===== src/rtl/gf32_pkg.sv =====
// rtl/gf32_pkg.sv - shared constants and FSM state type for the GF(2^5) Montgomery exponentiator
package gf32_pkg;

    // Field width and reduction polynomial P(x) = x^5 + x^2 + 1
    localparam int          GF_W     = 5;
    localparam logic [5:0]  P_POLY   = 6'b100101;

    // Montgomery form of 1: R mod P = x^5 mod P = x^2 + 1
    localparam logic [4:0]  MONT_ONE = 5'b00101;

    typedef enum logic [1:0] {
        IDLE = 2'd0,
        SQR  = 2'd1,
        MUL  = 2'd2,
        DONE = 2'd3
    } state_t;

endpackage


===== src/rtl/gf32_mont_mul.sv =====
// rtl/gf32_mont_mul.sv - combinational Montgomery multiplier z = a*b*x^-5 mod P over GF(2^5)
//
// Ports:
//   a_i [4:0]  operand, Montgomery form
//   b_i [4:0]  operand, Montgomery form
//   z_o [4:0]  a*b*x^-5 mod P, fully reduced
module gf32_mont_mul
    import gf32_pkg::*;
(
    input  logic [GF_W-1:0] a_i,
    input  logic [GF_W-1:0] b_i,
    output logic [GF_W-1:0] z_o
);

    logic [GF_W-1:0] z_acc;
    logic [GF_W:0]   t;

    // Bit-serial Montgomery reduction, unrolled: for each bit of a, add b if the
    // bit is set, cancel the constant term with P (P has a constant 1) and divide by x.
    // After GF_W steps the accumulator holds a*b*x^-GF_W, already of degree < GF_W.
    always_comb begin
        z_acc = '0;
        t     = '0;
        for (int i = 0; i < GF_W; i++) begin
            t = {1'b0, z_acc} ^ (a_i[i] ? {1'b0, b_i} : '0);
            if (t[0]) begin
                t = t ^ P_POLY;
            end
            z_acc = t[GF_W:1];
        end
    end

    assign z_o = z_acc;

endmodule


===== src/rtl/gf32_mont_pow.sv =====
// rtl/gf32_mont_pow.sv - constant-time left-to-right square-and-multiply exponentiator in GF(2^5) Montgomery domain
//
// Ports:
//   clk        clock, rising edge
//   rst_n      asynchronous active-low reset
//   start      request, taken only while in_ready=1
//   base[4:0]  base operand, Montgomery form
//   exp[EXP_W-1:0]  exponent, MSB processed first
//   in_ready   high in IDLE
//   busy       high while squaring/multiplying
//   out_valid  result valid, held until out_ready
//   out_ready  consumer accepts result
//   result[4:0]  base^exp in Montgomery form, registered
module gf32_mont_pow
    import gf32_pkg::*;
#(
    parameter int EXP_W = 5
) (
    input  logic             clk,
    input  logic             rst_n,
    input  logic             start,
    input  logic [GF_W-1:0]  base,
    input  logic [EXP_W-1:0] exp,
    output logic             in_ready,
    output logic             busy,
    output logic             out_valid,
    input  logic             out_ready,
    output logic [GF_W-1:0]  result
);

    localparam int IDX_W = (EXP_W > 1) ? $clog2(EXP_W) : 1;

    state_t           state_q;
    logic [GF_W-1:0]  acc_q;
    logic [GF_W-1:0]  base_q;
    logic [EXP_W-1:0] exp_q;
    logic [IDX_W-1:0] idx_q;
    logic [GF_W-1:0]  result_q;
    logic             in_ready_q;
    logic             busy_q;
    logic             out_valid_q;

    logic [GF_W-1:0]  op_b;
    logic [GF_W-1:0]  prod;
    logic [GF_W-1:0]  acc_d;

    // Second operand is acc everywhere except MUL; acc only moves on active
    // cycles and run start, so the multiplier inputs stay quiet in IDLE/DONE.
    assign op_b = (state_q == MUL) ? base_q : acc_q;

    gf32_mont_mul u_mul (
        .a_i (acc_q),
        .b_i (op_b),
        .z_o (prod)
    );

    // The multiply result is always computed in MUL; the exponent bit only
    // selects whether it is kept, so the schedule never depends on exp.
    assign acc_d = exp_q[idx_q] ? prod : acc_q;

    always_ff @(posedge clk or negedge rst_n) begin
        if (!rst_n) begin
            state_q     <= IDLE;
            acc_q       <= '0;
            base_q      <= '0;
            exp_q       <= '0;
            idx_q       <= '0;
            result_q    <= '0;
            in_ready_q  <= 1'b1;
            busy_q      <= 1'b0;
            out_valid_q <= 1'b0;
        end else begin
            case (state_q)
                IDLE: begin
                    if (start) begin
                        base_q     <= base;
                        exp_q      <= exp;
                        acc_q      <= MONT_ONE;
                        idx_q      <= IDX_W'(EXP_W - 1);
                        state_q    <= SQR;
                        in_ready_q <= 1'b0;
                        busy_q     <= 1'b1;
                    end
                end
                SQR: begin
                    acc_q   <= prod;
                    state_q <= MUL;
                end
                MUL: begin
                    acc_q <= acc_d;
                    if (idx_q == '0) begin
                        state_q     <= DONE;
                        busy_q      <= 1'b0;
                        out_valid_q <= 1'b1;
                        result_q    <= acc_d;
                    end else begin
                        idx_q   <= idx_q - IDX_W'(1);
                        state_q <= SQR;
                    end
                end
                DONE: begin
                    // in_ready is low here, so a coincident start is dropped
                    if (out_ready) begin
                        state_q     <= IDLE;
                        out_valid_q <= 1'b0;
                        in_ready_q  <= 1'b1;
                    end
                end
                default: begin
                    state_q <= IDLE;
                end
            endcase
        end
    end

    assign in_ready  = in_ready_q;
    assign busy      = busy_q;
    assign out_valid = out_valid_q;
    assign result    = result_q;

endmodule


===== config.mk =====
export PLATFORM = sky130hd
export DESIGN_NAME = gf32_mont_pow
export DESIGN_NICKNAME = d
export VERILOG_FILES = /design/src/rtl/gf32_pkg.sv /design/src/rtl/gf32_mont_mul.sv /design/src/rtl/gf32_mont_pow.sv
export SDC_FILE = /design/constraint.sdc
export NUM_CORES = 1
export LEC_CHECK = 0
export BUFFER_PORTS_ARGS = -buffer_cell sky130_fd_sc_hd__clkbuf_2
export CAP_MARGIN = 20
export CORE_MARGIN = 4
export CORE_UTILIZATION = 45
export DETAILED_ROUTE_END_ITERATION = 8
export GPL_ROUTABILITY_DRIVEN = 1
export HOLD_SLACK_MARGIN = 0.02
export PLACE_DENSITY = 0.62
export SLEW_MARGIN = 20
export SYNTH_ARGS = -nofsm -noshare
export SYNTH_HDL_FRONTEND = slang
export SYNTH_SLANG_ARGS = --single-unit

===== constraint.sdc =====
create_clock -name clk -period 2.9 [get_ports clk]
set_clock_uncertainty 0.05 [all_clocks]
set_input_delay 0.435 -clock clk [delete_from_list [all_inputs] [get_ports clk]]
set_output_delay 0.435 -clock clk [all_outputs]
set_load 0.02 [all_outputs]

== Word-level counts from Yosys, hierarchy flattened ==
Index checks and enable logic that the tools add are counted.
Cells by class
  add/sub/neg operators: 1
  bitwise gates (word level): 9
  multiplexer cells: 32
  reductions and logical operators: 14
  equality and inequality tests: 7
  $lt $le $gt $ge: 1
Operators by type and width (number)
  $mux W5: 8
  $mux W6: 5
  $xor A5 B6 Y6: 4
  $not A3 Y3: 5
  $pmux W5 S3: 1
  $reduce_and A3 Y1: 4
  $pmux W2 S4: 1
  $reduce_and A2 Y1: 4
  $mux W1: 7
  $mux W2: 3
  $mux W3: 2
  $ne A2 B2 Y1 const B: 3
  $pmux W1 S2: 3
  $pmux W3 S2: 1
  $reduce_bool A2 Y1: 3
  $eq A2 B2 Y1 const B: 2
  $lt A3 B4 Y1 const B: 1
  $bmux W1 S3: 1
  $logic_not A3 Y1: 1
  $reduce_bool A3 Y1: 1
  $sub A3 B1 Y3 const B: 1
  $eq A2 B1 Y1 const B: 1
  $logic_not A2 Y1: 1
  $ne A2 B1 Y1 const B: 1
Word-level totals
  register bits: 28
  output and inout port bits: 8

== Longest topological paths before layout ==
  depth after elaboration: 19
  gate-level depth with buffers: 10

== By module ==
A second synthesis with hierarchy kept.
Second synthesis, totals
  cells, all modules: 205
  area total of the unflattened synthesis: 2015.7 µm²
By module, submodules not included
  gf32_mont_pow: area each 1637.8 µm², cells each 158, times used 1
  gf32_mont_mul: area each 377.9 µm², cells each 47, times used 1

== Worst setup path before layout ==
OpenSTA, ideal clock, no wires.
  kind: register to register
  start point: reg state_q[0]
  end point: reg result_q[1], in the netlist result[1]
  data required time: 2758 ps
  arrival: 2247 ps
  path slack: 512 ps
  period minus slack after synthesis: 2388 ps
  buffers on the path: 0
  setup time: 92 ps
  cell stages (with the launch flop): 11
  path through: dfrtp_1 -> inv_1 -> ha_1 -> nand2b_2 -> a21oi_2 -> a211oi_2 -> xor2_1 -> xnor3_2 -> xnor2_2 -> nor2_1 -> o31ai_2
On the way
  word-level cells in the longest chain between the ends: 14
Ends and longest elaborated chain
  start, declared: line gf32_mont_pow.sv:33  | state_t state_q;
  start signal, assigned: line gf32_mont_pow.sv:63  | state_q <= IDLE;
  start signal, assigned: line gf32_mont_pow.sv:80  | state_q <= SQR;
  start signal, assigned: line gf32_mont_pow.sv:87  | state_q <= MUL;
  $eq A2 B2 Y1 (*): line gf32_mont_pow.sv:49, gf32_mont_pow.sv:73
  $mux W5: line gf32_mont_pow.sv:49  | assign op_b = (state_q == MUL) ? base_q : acc_q;
  $mux W5: line gf32_mont_mul.sv:25  | t = {1'b0, z_acc} ^ (a_i[i] ? {1'b0, b_i} : '0);
  $mux W6 or $not A3 Y3 (tied branches)
  $xor A5 B6 Y6 or $mux W6 (tied branches): line gf32_mont_mul.sv:25, gf32_mont_mul.sv:26
  $mux W6 or $xor A5 B6 Y6 (tied branches): line gf32_mont_mul.sv:26, gf32_mont_mul.sv:25
  $xor A5 B6 Y6 or $mux W6 (tied branches): line gf32_mont_mul.sv:25, gf32_mont_mul.sv:26
  $mux W6, or another cell as far along: line gf32_mont_mul.sv:26  | if (t[0]) begin
  $xor A5 B6 Y6 or $mux W6 (tied branches): line gf32_mont_mul.sv:25, gf32_mont_mul.sv:26
  $mux W6 or $xor A5 B6 Y6 (tied branches): line gf32_mont_mul.sv:26, gf32_mont_mul.sv:25
  $xor A5 B6 Y6 or $mux W6 (tied branches): line gf32_mont_mul.sv:25, gf32_mont_mul.sv:26
  $not A3 Y3 (no source line) or $xor A5 B6 Y6 (tied branches)
  $mux W6: line gf32_mont_mul.sv:26
  $mux W5: line gf32_mont_pow.sv:59  | assign acc_d = exp_q[idx_q] ? prod : acc_q;
  end signal, assigned: line gf32_mont_pow.sv:68  | result_q <= '0;
  end signal, assigned: line gf32_mont_pow.sv:95  | result_q <= acc_d;
  end, declared: line gf32_mont_pow.sv:38  | logic [GF_W-1:0] result_q;
Mark *: on every way between the ends. The rest lies on a longest branch, timed or not.
A chain may end at the register's enable or synchronous reset.

== Worst setup path after layout ==
Same ends and word-level chain as after synthesis.

==> results.md <==
Floorplan:
- The area of the core is 4090 sq um.
- For this configuration, the core starts out at a cell density of 0.475.
- The die is 73.7 um wide.
- 22 I/O pins were placed.
- The total number of placement rows is 23.
- The die span in y is 73.7 um.
- The die covers around 5400 sq um.

Yosys:
- After synthesis, the cell types taking the most area are sky130_fd_sc_hd__dfrtp_1 (35%), sky130_fd_sc_hd__mux2_2 (7.0%), sky130_fd_sc_hd__nand2_1 (6.8%).
- In this run, synthesis produced a sequential element count of 28.
- In the post-synthesis netlist, the cell with the most instances is sky130_fd_sc_hd__nand2_1.
- Counting flops with a built-in enable in the synthesized netlist gives 0.
- The synthesized netlist net count is 229.
- Counting distinct cell types in the post-synthesis netlist gives 50.
- By count the netlist is led by sky130_fd_sc_hd__nand2_1 (35), sky130_fd_sc_hd__dfrtp_1 (27), sky130_fd_sc_hd__a21oi_1 (16).
- The cell taking the most area after synthesis is sky130_fd_sc_hd__dfrtp_1.
- The summed instance area of the synthesized netlist is 1940 sq um.
- The most used flip-flop cell after synthesis is sky130_fd_sc_hd__dfrtp_1.
- The async set-reset flop share out of synthesis is 1.00.
- The number of warnings reported in the yosys synthesis log is 0.
- In the synthesized netlist, the number of instances is around 210.
- A synthesized cell averages 9.34 sq um.
- The area share of the largest cell type after synthesis is 0.348.
- The register area share after synthesis is 0.361.

Status:
- The run finished with clean final reports.

Clock network:
- CTS built an H-tree with a depth of 1.
- Buffers added to address setup during post-CTS repair amount to 0.
- TritonCTS built the clock tree.
- The number of buffers added by the clock tree synthesis step is 3.
- The latest clock arrival within the worst-skew pair is 280 ps.
- The clock root buffer is sky130_fd_sc_hd__clkbuf_8.
- The number of hold-repair buffers added at the cts stage is 0.
- Counting every sink on the clock net gives 28.
- The clock slew seen by the registers of the worst setup and hold paths is 90 ps.
- The post-cts repair resize count is 0.
- The maximum clock insertion buffer count is 2.

STA:
- Setup violations remaining at the end of the flow were counted as 0.
- The final clock period utilization by the worst path is 0.885.
- The max-slew violation count is 0.
- The number of hold violations in the final report is 0.
- Setup repair after global routing left no endpoint under its margin.
- The worst pin sits at a relative slew slack of 0.528.
- The setup TNS is 0 ps.
- The fmax is 0.390 GHz.
- Counting I/O delays and the setup requirement, the final critical path takes approximately 2600 ps.
- At the pin with the least slew margin, the transition time is 708 ps.
- After layout, the worst setup slack is 333 ps.

Routing:
- The count of nets left with antenna violations once routing finished came out at 0.
- After the first detailed-routing iteration, the DRC count stood at 120.
- The detailed-route wire length is 4040 um.
- The per-cell via count in the routed design is 5.46.
- Detailed routing inserted a total of between 1500 and 2000 vias.
- The count of TritonRoute iterations in the first routing pass is 4.
- The DRC violations left is 0.
- In the final routed layout, each cell accounts on average for 14.6 um.

Placed design:
- Buffers placed on the I/O ports in this run total 21.
- The final weighted congestion in routability-driven placement is 0.925.
- The HPWL reported at the end of detailed placement is slightly above 3000 um.
- The worst slack after detailed placement is 361 ps.

Power:
- The analysis attributes to cell leakage a power of 0.948 nW.
- The post-layout total power is 3.02 mW.
- The power density over the cells is 1400 nW/um^2.
- The peak ir drop on the vdd network is 0.594 mV.

Job:
- The number of max-capacitance violations reported is 0.

Critical path:
- The worst setup path is of the register to register kind.
- The launching element type of the critical path is a register.
- The top fanout value on the critical path is 8.
- Counting cells, the worst reg-to-reg path comes to 10.
- For the worst setup path, the data required time is 3040 ps.
- The worst endpoint data arrival time is around 2700 ps.
- STA classifies the critical path endpoint as a register.

Cells and area:
- The ratio of cells with drive above 1 in the final layout is 0.248.
- The final-stage net count is 248.
- The number of inserted diodes is 0.
- The area growth from synthesis to layout is 11.0%.

GRT:
- The global-route usage over all layers is 0.162.
- Global routing finished with a remaining overflow of 0.
- The number of antenna violations at the first check in global routing was 0.
- The via count of the first global-routing pass was 1374.
- The maximum number of pins on one net before global-route repair is 29.
- The first global-routing pass estimated 6810 um of wire.

Min path:
- The tightest min-delay check is of the input pin to asynchronous set/reset pin type.
## worst paths after layout
| check | from | end | slack, ps |
|---|---|---|---|
| worst min-delay path | rst_n | result[1] | 140 |
| worst max register to register | state_q[0] | result[1] | 330 |
| worst min register to register | result[4] | result[4] | 440 |
| min in group clk | exp[2] | exp_q[2] | 330 |
| max in group asynchronous | rst_n | base_q[0] | 2210 |
| worst max-delay path | state_q[0] | result[1] | 330 |
## cells by family (layout without fill, tap and decap cells)
group / after synthesis / count (layout) / synth area share
AOI/OAI and AO/OA: 52 / 52 / 0.185
muxes: 19 / 19 / 0.113
and+or+nand+nor: 62 / 62 / 0.144
buffers and inverters: 21 / 39 / 0.0503
DFF: 28 / 28 / 0.361
xor gates and xnor gates: 19 / 19 / 0.101
adders and majority gates: 7 / 7 / 0.0451
## flip-flops by register name, indices dropped and copies added (netlist names)
name	count
busy	1
base_q	5
result	5
in_ready	1
acc_q	5
exp_q	5
out_valid	1
idx_q	3
state_q	2
## power by group
part	switching, mW	total [mW]	internal [mW]
sequential	0.229	0.803	0.574
combinational	1.02	1.91	0.890
clock	0.124	0.309	0.185
## worst max-delay path, stage by stage (launching register included)
cell and delay (ps):
sky130_fd_sc_hd__dfrtp_1 400, sky130_fd_sc_hd__inv_1 100, sky130_fd_sc_hd__ha_1 260, sky130_fd_sc_hd__inv_2 150
sky130_fd_sc_hd__a21oi_1 80, sky130_fd_sc_hd__a211oi_2 170, sky130_fd_sc_hd__xor2_1 230, sky130_fd_sc_hd__xnor3_2 500
sky130_fd_sc_hd__xnor2_2 240, sky130_fd_sc_hd__nor2_1 70, sky130_fd_sc_hd__o31ai_2 210
## cells in the final DEF (no fill, tap or decap), types with 3 or more instances in the layout
| cell type | instances |
|---|---|
| sky130_fd_sc_hd__a21oi_1 | 16 |
| sky130_fd_sc_hd__a22o_1 | 3 |
| sky130_fd_sc_hd__buf_4 | 5 |
| sky130_fd_sc_hd__clkbuf_2 | 21 |
| sky130_fd_sc_hd__clkbuf_8 | 3 |
| sky130_fd_sc_hd__dfrtp_1 | 27 |
| sky130_fd_sc_hd__ha_1 | 7 |
| sky130_fd_sc_hd__inv_1 | 7 |
| sky130_fd_sc_hd__mux2_2 | 12 |
| sky130_fd_sc_hd__mux2i_1 | 5 |
| sky130_fd_sc_hd__nand2_1 | 35 |
| sky130_fd_sc_hd__nand2b_1 | 3 |
| sky130_fd_sc_hd__nand3_1 | 3 |
| sky130_fd_sc_hd__nor2_1 | 7 |
| sky130_fd_sc_hd__nor3_1 | 3 |
| sky130_fd_sc_hd__o211ai_1 | 4 |
| sky130_fd_sc_hd__o21ai_0 | 10 |
| sky130_fd_sc_hd__o21ai_1 | 3 |
| sky130_fd_sc_hd__xnor2_1 | 9 |
| sky130_fd_sc_hd__xor2_1 | 7 |
## area by class of cell
cell class,count,area [sq um]
Clock buffer,3,41.3
Clock inverter,1,30.0
Fill cell,387,1930
Inverter,9,33.8
Multi-Input combinational cell,159,1140
Sequential cell,28,702
Tap cell,50,62.6
Timing Repair Buffer,26,143
## through the flow
| stage | area (sq um) | cells | hold WS (ps) | utilization |
|---|---|---|---|---|
| after detailed placement | 2080 | 272 | 426 | 0.510 |
| after CTS | 2150 | 276 | 158 | 0.527 |
| after global routing | 2150 | 276 | 186 | 0.527 |
| final | 2150 | 276 | 139 | 0.527 |
| after global placement | 2080 | 272 | 418 | 0.510 |
| after floorplan | 1940 | 208 | 89.4 | - |
## layer usage
| metal | track usage | up-vias | wire length (um) |
|---|---|---|---|
| met5 | 0 | - | 0 |
| met4 | 0.0624 | 0 | 80 |
| met3 | 0.0233 | 7 | 120 |
| met2 | 0.246 | 25 | 1840 |
| met1 | 0.232 | 712 | 1990 |
| li1 | - | 762 | - |
Power figures use the tool's default switching activity.
